`config.mk`:
```
export PLATFORM = sky130hd
export DESIGN_NAME = alu_req_driver
export DESIGN_NICKNAME = d
export VERILOG_FILES = /design/src/rtl/alu_req_driver.sv
export SDC_FILE = /design/constraint.sdc
export NUM_CORES = 1
export LEC_CHECK = 0
export BUFFER_PORTS_ARGS = -buffer_cell sky130_fd_sc_hd__buf_2
export CORE_UTILIZATION = 50
export CTS_BUF_LIST = sky130_fd_sc_hd__clkbuf_8
export DETAILED_ROUTE_END_ITERATION = 10
export MAX_ROUTING_LAYER = met4
export PLACE_DENSITY = 0.81
export SLEW_MARGIN = 20
export SYNTH_ARGS = -nofsm -noshare
export SYNTH_HDL_FRONTEND = slang
export SYNTH_SLANG_ARGS = --single-unit
```
`constraint.sdc`:
```
create_clock -name clk -period 2.08 [get_ports clk]
set_input_delay 0.208 -clock clk [delete_from_list [all_inputs] [get_ports clk]]
set_output_delay 0.208 -clock clk [all_outputs]
set_load 0.02 [all_outputs]
```
`src/rtl/alu_req_driver.sv`:
```
// alu_req_driver
// Issuing side of the registered 4-bit ALU. Accepts one command at a time on
// a valid/ready request port, drives it into the ALU, waits LAT cycles for the
// registered result, then returns result/carry/opcode on a valid/ready
// response port. Also counts completed response handshakes.
//
// state | meaning
// ------+-----------------------------------------------------------
// IDLE  | ready for a new command (req_ready = 1)
// DRIVE | alu_* driven, ALU samples them on the edge leaving DRIVE
// WAIT  | counting down LAT cycles for the ALU result
// RESP  | response held on rsp_* until rsp_ready
//
// Ports:
//   clk, rst                         clock, async active-high reset
//   req_valid/req_ready              request handshake
//   req_op/req_a/req_b               command fields
//   alu_op/alu_a/alu_b               registered command to the ALU
//   alu_result/alu_out               ALU result and carry/borrow bit
//   rsp_valid/rsp_ready              response handshake
//   rsp_result/rsp_carry/rsp_op      captured response
//   busy                             state != IDLE
//   txn_cnt                          completed responses, modulo 2^CNT_W
module alu_req_driver #(
    parameter int LAT   = 1,
    parameter int CNT_W = 8
) (
    input  logic             clk,
    input  logic             rst,
    input  logic             req_valid,
    output logic             req_ready,
    input  logic [2:0]       req_op,
    input  logic [3:0]       req_a,
    input  logic [3:0]       req_b,
    output logic [2:0]       alu_op,
    output logic [3:0]       alu_a,
    output logic [3:0]       alu_b,
    input  logic [3:0]       alu_result,
    input  logic             alu_out,
    output logic             rsp_valid,
    input  logic             rsp_ready,
    output logic [3:0]       rsp_result,
    output logic             rsp_carry,
    output logic [2:0]       rsp_op,
    output logic             busy,
    output logic [CNT_W-1:0] txn_cnt
);

    typedef enum logic [1:0] {
        IDLE  = 2'd0,
        DRIVE = 2'd1,
        WAIT  = 2'd2,
        RESP  = 2'd3
    } state_t;

    localparam logic [3:0] WAIT_LOAD = 4'(LAT - 1);

    state_t     state;
    state_t     state_nxt;
    logic [3:0] wait_cnt;
    logic       accept;
    logic       capture;
    logic       rsp_hs;

    assign accept  = (state == IDLE) && req_valid;
    assign capture = (state == WAIT) && (wait_cnt == 4'd0);
    assign rsp_hs  = (state == RESP) && rsp_ready;

    always_ff @(posedge clk or posedge rst) begin
        if (rst) begin
            state <= IDLE;
        end else begin
            state <= state_nxt;
        end
    end

    always_comb begin
        state_nxt = state;
        req_ready = 1'b0;
        rsp_valid = 1'b0;
        busy      = 1'b1;
        case (state)
            IDLE: begin
                req_ready = 1'b1;
                busy      = 1'b0;
                if (req_valid) begin
                    state_nxt = DRIVE;
                end
            end
            DRIVE: begin
                state_nxt = WAIT;
            end
            WAIT: begin
                if (wait_cnt == 4'd0) begin
                    state_nxt = RESP;
                end
            end
            RESP: begin
                rsp_valid = 1'b1;
                if (rsp_ready) begin
                    state_nxt = IDLE;
                end
            end
            default: begin
                state_nxt = IDLE;
            end
        endcase
    end

    always_ff @(posedge clk or posedge rst) begin
        if (rst) begin
            wait_cnt   <= 4'd0;
            alu_op     <= 3'd0;
            alu_a      <= 4'd0;
            alu_b      <= 4'd0;
            rsp_result <= 4'd0;
            rsp_carry  <= 1'b0;
            rsp_op     <= 3'd0;
            txn_cnt    <= '0;
        end else begin
            // alu_* hold the last issued command; they are only ever
            // overwritten by the next accepted request.
            if (accept) begin
                alu_op <= req_op;
                alu_a  <= req_a;
                alu_b  <= req_b;
                rsp_op <= req_op;
            end
            if (state == DRIVE) begin
                wait_cnt <= WAIT_LOAD;
            end else if ((state == WAIT) && (wait_cnt != 4'd0)) begin
                wait_cnt <= wait_cnt - 4'd1;
            end
            if (capture) begin
                rsp_result <= alu_result;
                // carry is only meaningful for add/sub
                rsp_carry  <= (rsp_op == 3'b000 || rsp_op == 3'b001) ? alu_out : 1'b0;
            end
            if (rsp_hs) begin
                txn_cnt <= txn_cnt + CNT_W'(1);
            end
        end
    end

endmodule

```
==> metrics.md <==
| Metric | Value |
|---|---|
| Worst-path cell chain | inv_1 -> ha_1 -> or3b_4 -> a221oi_4 -> mux2_4 |
| Post-CTS Hold Buffers | 0 |
| Diodes inserted | 0 |
| CTS clock-pin slew for the worst setup and hold paths | 0.07 ns |
| Min-Delay Path Class | input port to asynchronous set/reset pin |
| GR Util met3 | 0.0791 |
| Drc violations | 0 |
| Iter 0 DRT Violations | 18 |
| Sequential area share after synthesis | 0.552 |
| P&R area growth vs syn | 26.7% |
| Main combinational cell family by area after synthesis | multiplexers |
| Area contributors post-synth | dfrtp_1, mux2_2, ha_1 |
| Die area | 2930 sq um |
| Clk Latency, worst-skew pair | 0.27 ns |
| ANT nets after route | 0 |
| Power Density | 1570 nW/um^2 |
| Post-synthesis mux area share | 0.144 |
| CTS tree | done |
| Buffers on Ports | 49 |
| Tot GR Track Use | 0.198 |
| Met2 usage | 0.311 |
| Peak Freq | 564 MHz |
| Ranking of synthesized cells by instance count | dfrtp_1, mux2_2, inv_1, ha_1, xnor2_1 |
| Count leader, synth | dfrtp_1 |
| Synth warn | 0 |
| Ys flop type | dfrtp_1 |
| Layout cell share with drive strength beyond 1 | 0.494 |
| Placed Instance Area | 1610 sq um |
| Via density | 5.09 |
| Final GP Congestion | 0.672 |
| Max-slew violations | 0 |
| Fraction of the mapped netlist area in adder cells | 0.0552 |
| Crit-path slowest cell | or3b_4 |
| Final WL | 2480 um |
| Clock Tree Buf Depth | 2 |
| Synth Area in Compound Gates | 0.0653 |
| Nets@finish | 183 |
| RSZ-0062 raised after global routing | false |
| Clk sinks | 30 |
| Failing checks | negative hold slack |
| TritonCTS Buffers | 5 |
| Req. time, crit path | 2.24 ns |
| Pin count of the biggest net entering global routing | 31 |
| Post-Synth XOR/XNOR Area | 0.0515 |
| Fin. Hold Viols | 4 |
| Post-CTS Setup Inserts | 0 |
| Async S/R FF share, synth | 1.00 |
| Syn_nets | 132 |
| Drt first pass iters | 4 |
| P_leak | 0.872 nW |
| Root Driver | clkbuf_8 |
| Clock skew | 0.00455 ns |
| Die Y | 54.2 um |
| Post-cts sizing count | 0 |
| HPWL Detailed | 1830 um |
| H-tree depth | 2 |
| Post-synthesis cell area | 1360 sq um |
| Status | complete, but fails checks |
| Slew headroom | 0.677 |
| Fin crit share | 0.852 |
| Critical Path AT | 1.93 ns |
| Proportion of netlist area held by the largest area contributor | 0.552 |
| Gr busiest metal | met2 |
| Initial antenna violation count | 0 |
| Worst stage delay on the critical path | 0.43 ns |
| Routed WL per cell | 13.2 um |
| Setup TNS | 0 ns |
| Avg Cell Area, Syn | 12.8 sq um |
| CP Buf/Inv Count | 1 |
| Synth Register Bits | 30 |
| Maximum VDD drop | 1.03 mV |
| Worst hold margin | -0.000704 ns |
| Endpoint type of the worst setup path | register |
| P_sw | 1.03 mW |
| Logic pwr share | 0.439 |
| Post-synth EDFFs | 0 |
| Simple-Gate Fraction of Synth Area | 0.0837 |
| Remaining global-route overflow | 0 |
| Startpoint types | register |
| Crit-path max FO | 5 |
| MaxCap Viol Count | 0 |
| CP Class | register to register |
| Pint | 1.66 mW |
| Transition time of the tightest slew-check pin | 0.483 ns |
| Minimum clock period | 1.77 ns |
| Via count | 957 |
| Cell area after layout | 1720 sq um |
| Area leader, netlist | dfrtp_1 |
| Final worst slack | 0.307 ns |
| Post-Place Cells | 180 |
| Flop pwr share | 0.354 |
| Met1 Track Usage GR | 0.224 |
| Global-route wire length before repair | 3820 um |
| Top delay family on crit path | simple AND/OR/NAND/NOR gates |
| Initial Utilization | 0.539 |
| Switch share | 0.383 |
| Total core area | 2520 sq um |
| Horiz. Die Dim | 54.2 um |
| Ports | 50 |
| Netlist cell types | 27 |
| Vias in the first global route | 902 |
| Dpl ws | 0.320 ns |
| Post-Syn Instances | 106 |
| Final Non-Filler Cells | 188 |
| Final setup vio count | 0 |
| Power share of the clock group | 0.207 |
| Num rows | 18 |
-- area by class of cell --
type	count	area, sq um
repair buffers	50	253
flip-flops and latches	30	751
multi-input cells	62	543
inverters	8	30.0
clock buffers	5	68.8
fillers	194	800
well taps	30	37.5
clock inverters	3	40.0
-- cell usage in the layout, fill, tap and decap left out, drive strengths merged --
master,synthesis,final
clkinv,0,2
bufinv,0,1
or4,1,1
and2,1,1
a311oi,1,1
and3,2,2
o32a,1,1
a221oi,1,1
or3,1,1
inv,8,8
o211ai,1,1
mux2,17,17
ha,6,6
dfrtp,30,30
nor3b,1,1
or3b,1,1
xor2,2,2
a21oi,3,3
nand4,4,4
nand3,1,1
xnor2,6,6
clkbuf,1,5
nand2,5,5
nor2b,1,1
nor2,2,2
buf,5,50
o21ai,4,4
-- metrics by stage --
stage	power (mW)	util
after global routing	2.89	0.683
after detailed placement	2.16	0.640
final	2.70	0.683
after floorplan	1.83	-
after global placement	2.11	0.640
after CTS	2.73	0.683
-- per-layer routing --
metal,up-vias,share of wire
met3,2,0.071
met2,41,0.49
li1,461,-
met4,0,0.0057
met1,453,0.43
met5,-,0
-- power groups by stage --
stage | logic (mW) | registers [mW] | clock network [mW]
5_1_grt | 1.29 | 0.995 | 0.611
2_1_floorplan | 0.632 | 1.20 | 0
3_3_place_gp | 1.16 | 0.949 | 0
3_5_place_dp | 1.19 | 0.964 | 0
6_report | 1.18 | 0.955 | 0.559
4_1_cts | 1.20 | 0.959 | 0.573
-- cell families after synthesis --
kind of cell,Yosys count
flip-flops,30
adder cells (fa/ha/maj),6
XOR/XNOR,8
multiplexers,17
buffers and inverters,14
AND/OR/NAND/NOR,20
AO/OA/AOI/OAI,11
-- flip-flops by register name, indices dropped and copies added (netlist names) --
register,flops
alu_a,4
state,2
wait_cnt,4
alu_b,4
rsp_result,4
rsp_carry,1
rsp_op,3
txn_cnt,8
-- final timing paths --
check                                        start                      to  slack, ns  cells after the start
min in group clk                          req_b[2]    alu_b[2]$_DFFE_PP0P_       0.17                      2
setup reg to reg           wait_cnt[0]$_DFFE_PP0P_    state[1]$_DFFE_PP0P_       0.31                      5
max in group asynchronous                      rst    state[0]$_DFFE_PP0P_       1.81                      3
hold reg to reg             txn_cnt[7]$_DFFE_PP0P_  txn_cnt[7]$_DFFE_PP0P_       0.47                      1
setup / recovery           wait_cnt[0]$_DFFE_PP0P_    state[1]$_DFFE_PP0P_       0.31                      5
hold / removal                                 rst  txn_cnt[3]$_DFFE_PP0P_    -0.0007                      3
-- worst reg2reg max path, cell delays in order, from the launching register on --
cell      delay (ns)
dfrtp_1         0.38
inv_1           0.08
ha_1            0.19
or3b_4          0.43
a221oi_4        0.26
mux2_4          0.32
Power figures use the tool's default switching activity.
